`config.mk`:
```
export PLATFORM = sky130hd
export DESIGN_NAME = affine_interp_sched
export DESIGN_NICKNAME = d
export VERILOG_FILES = /design/src/rtl/affine_interp_pkg.sv /design/src/rtl/affine_round_clip.sv /design/src/rtl/affine_interp_sched.sv
export SDC_FILE = /design/constraint.sdc
export NUM_CORES = 1
export LEC_CHECK = 0
export ABC_AREA = 0
export CELL_PAD_IN_SITES_DETAIL_PLACEMENT = 0
export CELL_PAD_IN_SITES_GLOBAL_PLACEMENT = 1
export CORE_ASPECT_RATIO = 1.4
export CORE_MARGIN = 2
export CORE_UTILIZATION = 35
export DETAILED_ROUTE_END_ITERATION = 12
export PLACE_DENSITY_LB_ADDON = 0.25
export SYNTH_ARGS = -nofsm -noshare
export SYNTH_HDL_FRONTEND = slang
export SYNTH_SLANG_ARGS = --single-unit
```
`constraint.sdc`:
```
create_clock -name clk -period 2.9 [get_ports clk]
set_input_delay 0.725 -clock clk [delete_from_list [all_inputs] [get_ports clk]]
set_output_delay 0.725 -clock clk [all_outputs]
set_load 0.03 [all_outputs]
```
`src/rtl/affine_interp_pkg.sv`:
```
// rtl/affine_interp_pkg.sv - shared widths, constants and FSM states for the affine interpolation sequencer
package affine_interp_pkg;
    localparam int SAMPLE_W    = 8;
    localparam int ACC_W       = 16;
    localparam int NTAPS       = 8;
    localparam int SHIFT       = 6;
    localparam int CENTER_TAP  = 3;
    localparam int FRAC_W      = 4;
    localparam int TAP_W       = $clog2(NTAPS);
    localparam int ROUND_CONST = 1 << (SHIFT - 1);

    typedef enum logic [1:0] {
        IDLE = 2'd0,
        ACC  = 2'd1,
        DONE = 2'd2
    } state_e;
endpackage

```
`src/rtl/affine_round_clip.sv`:
```
// rtl/affine_round_clip.sv - add-round, arithmetic normalise shift, optional saturation (AFFINE_CLIP_EN)
module affine_round_clip
    import affine_interp_pkg::*;
(
    input  logic [ACC_W-1:0]    sum_i,
    output logic [SAMPLE_W-1:0] res_o
);
    localparam logic signed [ACC_W:0] RC = ROUND_CONST;

    logic signed [ACC_W:0]       biased;
    logic signed [ACC_W-SHIFT:0] shifted;
    logic                        unused_bits;

    // one guard bit keeps the rounding add from wrapping near the positive limit
    assign biased  = $signed({sum_i[ACC_W-1], sum_i}) + RC;
    assign shifted = $signed(biased[ACC_W:SHIFT]);

`ifdef AFFINE_CLIP_EN
    localparam logic signed [ACC_W-SHIFT:0] MAXV = (1 <<< (SAMPLE_W - 1)) - 1;
    localparam logic signed [ACC_W-SHIFT:0] MINV = -(1 <<< (SAMPLE_W - 1));

    assign unused_bits = ^biased[SHIFT-1:0];

    always_comb begin
        res_o = shifted[SAMPLE_W-1:0];
        if (shifted > MAXV) begin
            res_o = MAXV[SAMPLE_W-1:0];
        end else if (shifted < MINV) begin
            res_o = MINV[SAMPLE_W-1:0];
        end
    end
`else
    assign unused_bits = ^{biased[SHIFT-1:0], shifted[ACC_W-SHIFT:SAMPLE_W]};
    assign res_o       = shifted[SAMPLE_W-1:0];
`endif
endmodule

```
`src/rtl/affine_interp_sched.sv`:
```
// rtl/affine_interp_sched.sv - 8-tap affine interpolation sequencer; AFFINE_CLIP_EN selects saturating output
module affine_interp_sched
    import affine_interp_pkg::*;
(
    input  logic                clk,
    input  logic                rst_n,
    input  logic                cfg_valid,
    output logic                cfg_ready,
    input  logic [FRAC_W-1:0]   cfg_frac,
    input  logic                smp_valid,
    output logic                smp_ready,
    input  logic [SAMPLE_W-1:0] smp_data,
    output logic [TAP_W-1:0]    mcm_tap,
    output logic [FRAC_W-1:0]   mcm_frac,
    output logic [SAMPLE_W-1:0] mcm_x,
    input  logic [ACC_W-1:0]    mcm_y,
    output logic                out_valid,
    input  logic                out_ready,
    output logic [SAMPLE_W-1:0] out_data,
    output logic                busy
);
    state_e              state_q, state_d;
    logic [ACC_W-1:0]    acc_q, acc_d;
    logic [TAP_W-1:0]    tap_q, tap_d;
    logic [FRAC_W-1:0]   frac_q, frac_d;
    logic [SAMPLE_W-1:0] ctr_q, ctr_d;
    logic [SAMPLE_W-1:0] out_data_q, out_data_d;
    logic                out_valid_q, out_valid_d;
    logic [ACC_W-1:0]    acc_sum;
    logic [SAMPLE_W-1:0] rounded;
    logic                cfg_hs, smp_hs;

    assign cfg_ready = (state_q == IDLE) || ((state_q == DONE) && out_ready);
    assign smp_ready = (state_q == ACC);
    assign busy      = (state_q != IDLE);
    assign cfg_hs    = cfg_valid && cfg_ready;
    assign smp_hs    = smp_valid && smp_ready;

    assign mcm_x     = smp_data;
    assign mcm_tap   = tap_q;
    assign mcm_frac  = frac_q;
    assign out_valid = out_valid_q;
    assign out_data  = out_data_q;

    // last tap folds its product in combinationally so DONE follows immediately
    assign acc_sum = acc_q + mcm_y;

    affine_round_clip u_round_clip (
        .sum_i (acc_sum),
        .res_o (rounded)
    );

    always_comb begin
        state_d     = state_q;
        acc_d       = acc_q;
        tap_d       = tap_q;
        frac_d      = frac_q;
        ctr_d       = ctr_q;
        out_data_d  = out_data_q;
        out_valid_d = out_valid_q;
        case (state_q)
            IDLE: begin
                if (cfg_hs) begin
                    frac_d  = cfg_frac;
                    acc_d   = '0;
                    tap_d   = '0;
                    state_d = ACC;
                end
            end
            ACC: begin
                if (smp_hs) begin
                    acc_d = acc_sum;
                    tap_d = tap_q + TAP_W'(1);
                    if (tap_q == TAP_W'(CENTER_TAP)) begin
                        ctr_d = smp_data;
                    end
                    if (tap_q == TAP_W'(NTAPS - 1)) begin
                        // integer position bypasses the filter and returns the center sample
                        out_data_d  = (frac_q == '0) ? ctr_q : rounded;
                        out_valid_d = 1'b1;
                        state_d     = DONE;
                    end
                end
            end
            DONE: begin
                if (out_ready) begin
                    out_valid_d = 1'b0;
                    state_d     = IDLE;
                    if (cfg_hs) begin
                        frac_d  = cfg_frac;
                        acc_d   = '0;
                        tap_d   = '0;
                        state_d = ACC;
                    end
                end
            end
            default: state_d = IDLE;
        endcase
    end

    always_ff @(posedge clk or negedge rst_n) begin
        if (!rst_n) begin
            state_q     <= IDLE;
            acc_q       <= '0;
            tap_q       <= '0;
            frac_q      <= '0;
            ctr_q       <= '0;
            out_data_q  <= '0;
            out_valid_q <= 1'b0;
        end else begin
            state_q     <= state_d;
            acc_q       <= acc_d;
            tap_q       <= tap_d;
            frac_q      <= frac_d;
            ctr_q       <= ctr_d;
            out_data_q  <= out_data_d;
            out_valid_q <= out_valid_d;
        end
    end
endmodule

```
---- After elaboration in Yosys (flattened, before gate mapping) ----
Index checks and enable logic that the tools add are counted.
cells by class
  $add $sub $neg .......................... 3
  equal/unequal tests ..................... 8
  multiplexer cells ....................... 22
  reduce and logical (&&, ||, !) cells .... 16
operators with widths
  operator               count
  $mux 16                3
  $pmux 16 s3            1
  $add 16x16->16         1
  $add 14x7->14 const B  1
  $mux 3                 3
  $pmux 3 s3             1
  $reduce_and 3->1       3
  $mux 2                 4
  $mux 4                 2
  $mux 8                 1
  $pmux 4 s2             1
  $reduce_and 4->1       2
  $pmux 2 s3             1
  $reduce_bool 2->1      3
  $logic_not 4->1        1
  $mux 1                 4
  $ne 2x1->1 const B     2
  $ne 2x2->1 const B     2
  $add 3x1->3 const B    1
  $eq 3x2->1 const B     1
  $eq 3x3->1 const B     1
  $logic_and 1x1->1      3
  $reduce_bool 3->1      1
  $eq 2x1->1 const B     1
  5 further kinds        5
storage, ports and cells
  register bits ........................... 42
  output and inout port bits .............. 27

---- Logic depth before layout (Yosys ltp) ----
Gate-level depths: netlist (run 1).
  word-level depth ........................ 7
  gate-level depth with buffers ........... 11
  depth with buffers taken out ............ 11

---- Cells and area by module ----
Synthesis (run 1) repeated with hierarchy kept, for this count alone.
second synthesis, totals
  cells, all modules ...................... 265
  area total of the unflattened synthesis .. 2,602.5 um2
modules (own cells, without submodules)
  module               instances  cells each  area each (um2)  seq. area each (um2)
  affine_interp_sched  1          247         2,473.6          1,051.0
  affine_round_clip    1          18          128.9            0.0

---- Worst setup path after synthesis (run 1) ----
OpenSTA, ideal clock, no wires.
  path kind ............................... input -> register
  from .................................... input port mcm_y[0]
  to ...................................... register out_data_q[7] (netlist: out_data[7])
  arrival time ............................ 3.050 ns
  required time ........................... 2.818 ns
  slack ................................... -0.232 ns
  stages .................................. 11
  path buffers ............................ 0
  cell sequence ........................... ha_1 -> fa_1 -> a21o_2 -> a221oi_1 -> xnor2_1 -> ha_1 -> nand3_1 -> and4bb_4 -> nand3_2 -> xor2_1 -> o22ai_1
between the ends
  word-level cells in the longest chain between the ends .. 3
ends and longest elaborated chain
  item                    RTL line                    RTL
  start: declaration      affine_interp_sched.sv:16   input logic [ACC_W-1:0] mcm_y,
  $add 16x16->16          affine_interp_sched.sv:46   assign acc_sum = acc_q + mcm_y;
  $add 14x7->14           affine_round_clip.sv:15     assign biased = $signed({sum_i[ACC_W-1], sum_i}) + RC;
  $mux 8                  affine_interp_sched.sv:79   out_data_d = (frac_q == '0) ? ctr_q : rounded;
  end signal: assignment  affine_interp_sched.sv:116  out_data_q <= out_data_d;
  end: declaration        affine_interp_sched.sv:27   logic [SAMPLE_W-1:0] out_data_q, out_data_d;
No other way between the ends.
A chain may end at the register's enable or synchronous reset.

---- Worst setup path after layout (run 1) ----
Ends and elaborated chain as after synthesis.

==> metrics, run 1 <==
GRT overflow 0; Longest Clk Path Bufs 2; Final Skew 0.00392 ns; total CTS buffers 5; Leakage 1.58 nW; largest net degree at the start of global routing 41; Power Total 4.36 mW; Gate Count Post-Synth 250; Root Driver clkbuf_8; Total Wirelength 5.91 mm; DR iter-0 viols 64; Synth cell types 57; unrepaired setup endpoints after global routing yes; measured slew at the worst slew-check pin 0.925 ns; crit share post-route approximately 96%; synthesized cell area 2550 µm²; PortBufs 57; Worst VDD drop 0.000448 V; Vias/cell between 4 and 5; DRC 0; WP data arrival 3.01 ns; Fin. Hold Viols 0; top layer in use met4; CTS tree yes; post-route insts no fill 430; Vias 2,116; Final Net Count 385; post-route ant nets 0; Skew-Pair Late Insertion Delay 0.30 ns; DP Cell Count about 420; Sink Count 40; worst hold slack 0.486 ns; layout cells sized above 1 27.8%; register area share after synthesis 39.2%; Min-Delay Path Class reg -> reg; max_slew headroom 38.3%; die area 8000 µm²; number of enable flip-flop cells after synthesis 0; number of synthesized register bits 40; row count 36; first drt pass iteration count 4; initial antenna violation count 0; outcome complete, no violations; Worst EP required around 3.1 ns; asr flop ratio synth 100%; Initial Utilization ~36%; Area Overhead vs Synth 42.1%; yosys warns 0; PwrDens 1200 nW/µm²; dominant synthesized flop cell dfrtp_1; Filler Cells Inserted 693; Final Wtd Congestion 0.705; H-tree levels 2; final core utilization around half; number of global-route vias before repair 2,027; Max Cap Violations 0; setup violators final 0; Core ar. 7030 µm²; Fin Setup TNS 0 ns; Met1 Routed Length ~2.5 mm; Tot GR Track Use 15.4%; min cycle time layout about 2.8 ns; Syn Nets between 300 and 400; first-pass GRT wire length ~9.9 mm; routed wl met3 189 µm; CTS clk-pin slew, worst paths 0.08 ns; post-detail-place hpwl about 4.6 mm; Mean Syn Cell Area slightly above 10 µm²; WL per Instance 13.7 µm; Slew Limit Fails 0; Die Y 105 µm; Max Fanout on Critical Path 3; fmax between 0.3 and 0.4 GHz; DR WL met2 approximately 3.1 mm; Die X 76.2 µm; # diodes 0; crit end category flip-flop; IO Pins 60; startpoint class of the critical path primary input; CP Class in -> reg
==> report_power, final <==
group / switching (mW) / internal (mW) / leakage (nW)
clock: 0.206 / 0.256 / 0.0552
combinational: 1.42 / 1.48 / 1.03
sequential: 0.184 / 0.820 / 0.496
total: 1.81 / 2.55 / 1.58
==> cells in the mapped netlist (2+ instances only) <==
cell | n | area [µm²]
dfrtp_1 | 40 | 1000
nand2_1 | 35 | 131
o21ai_0 | 19 | 95.1
ha_1 | 17 | 213
mux2_2 | 13 | 146
a21oi_1 | 11 | 55.1
nor2_1 | 10 | 37.5
buf_4 | 9 | 67.6
xor2_1 | 9 | 78.8
xnor2_1 | 6 | 52.6
and2_1 | 5 | 31.3
clkbuf_1 | 5 | 18.8
a21o_1 | 4 | 30.0
a22o_1 | 3 | 26.3
inv_1 | 3 | 11.3
nand3_1 | 3 | 15.0
nand4_1 | 3 | 18.8
nor3_1 | 3 | 15.0
nor4_1 | 3 | 18.8
o22ai_1 | 3 | 18.8
a2111oi_2 | 2 | 30.0
a21o_2 | 2 | 17.5
a31oi_1 | 2 | 12.5
mux2i_1 | 2 | 20.0
nor2b_1 | 2 | 12.5
o211ai_1 | 2 | 15.0
o221ai_1 | 2 | 17.5
o31ai_1 | 2 | 15.0
or2_2 | 2 | 12.5
==> layer usage <==
| metal | vias to the layer above | GRT usage [%] |
|---|---|---|
| met5 | - | 0 |
| li1 | 1056 | - |
| met2 | 33 | 26.8 |
| met3 | 5 | 2.85 |
| met1 | 1022 | 19.2 |
| met4 | 0 | 4.68 |
==> kinds of logic (layout without fill, tap and decap cells) <==
logic type,Yosys count,count (layout),share of synthesized area [%]
and+or+nand+nor,80,80,16.7
AOI/OAI and AO/OA,61,61,17.7
DFF,40,40,39.2
buffers and inverters,20,105,5.00
adders and majority gates,18,18,9.12
xor gates and xnor gates,16,16,5.79
muxes,15,15,6.52
==> per-stage QoR <==
| stage | instance area (µm²) | setup WS [ns] |
|---|---|---|
| detailed placement | 3430 | -0.605 |
| floorplan | 2590 | -0.0509 |
| global route | 3620 | -0.0292 |
| CTS | 3580 | 0.00772 |
| finish | 3620 | 0.108 |
| global placement | 3430 | -0.592 |
==> layout by cell type (no fill, tap or decap), types with 4 or more instances in the layout <==
cell type        instances
nand2_1                 35
xor2_1                   9
a21oi_1                 11
dfrtp_1                 40
ha_4                     4
and2_1                   5
o21ai_0                 17
ha_1                    12
buf_4                   38
mux2_2                  13
clkdlybuf4s50_1         49
clkbuf_8                 5
nor2_1                  10
xnor2_1                  5
==> path summary, 6_finish.rpt <==
| check | from | to | slack, ns | cells past startpoint |
|---|---|---|---|---|
| min in group asynchronous | rst_n | acc_q[2] | 0.56 | 1 |
| setup reg to reg | acc_q[0] | out_data[7] | 0.19 | 11 |
| hold / removal | out_data[1] | out_data[1] | 0.49 | 2 |
| setup / recovery | mcm_y[0] | out_data[7] | 0.11 | 12 |
| hold reg to reg | out_data[1] | out_data[1] | 0.49 | 2 |
| max in group asynchronous | rst_n | ctr_q[4] | 1.76 | 1 |
==> layout make-up <==
class                   count  area (µm²)  share of cell area (%)
inverters                   3        11.3                   0.311
repair buffers             94         847                    23.4
flip-flops and latches     40        1000                    27.6
well taps                  95         119                    3.28
clock inverters             2        35.0                   0.967
clock buffers               6        72.6                    2.00
multi-input cells         190        1540                    42.5
==> state kept, by name, indices dropped and copies added (netlist names) <==
name	flops
acc_q	14
ctr_q	8
mcm_frac	4
mcm_tap	3
out_data	8
out_valid	1
state_q	2
==> repair_timing <==
| action | in CTS | in global routing |
|---|---|---|
| pin swaps | 9 | 16 |
| hold buffers | 0 | 0 |
| resized for setup | 9 | 11 |
| setup endpoints to repair | 9 | 6 |
| buffers inserted | 0 | 1 |
==> worst max-delay path: stages <==
cell and delay, ns:
buf_6 0.09, ha_4 0.15, fa_2 0.39, a21o_4 0.23
a221oi_2 0.25, xnor2_1 0.18, ha_2 0.23, nand3_2 0.07
and4bb_4 0.32, nand3_2 0.06, xor2_1 0.15, o22ai_1 0.16
Power figures use the tool's default switching activity.
==> run 2: changes to the inputs <==
--- a/config.mk
+++ b/config.mk
@@ -6,6 +6,7 @@
 export NUM_CORES = 1
 export LEC_CHECK = 0
 export ABC_AREA = 0
+export CAP_MARGIN = 20
 export CELL_PAD_IN_SITES_DETAIL_PLACEMENT = 0
 export CELL_PAD_IN_SITES_GLOBAL_PLACEMENT = 1
 export CORE_ASPECT_RATIO = 1.4
==> results of run 2 <==
Same layout as run 1: the final DEF is identical, and so are final timing and power.
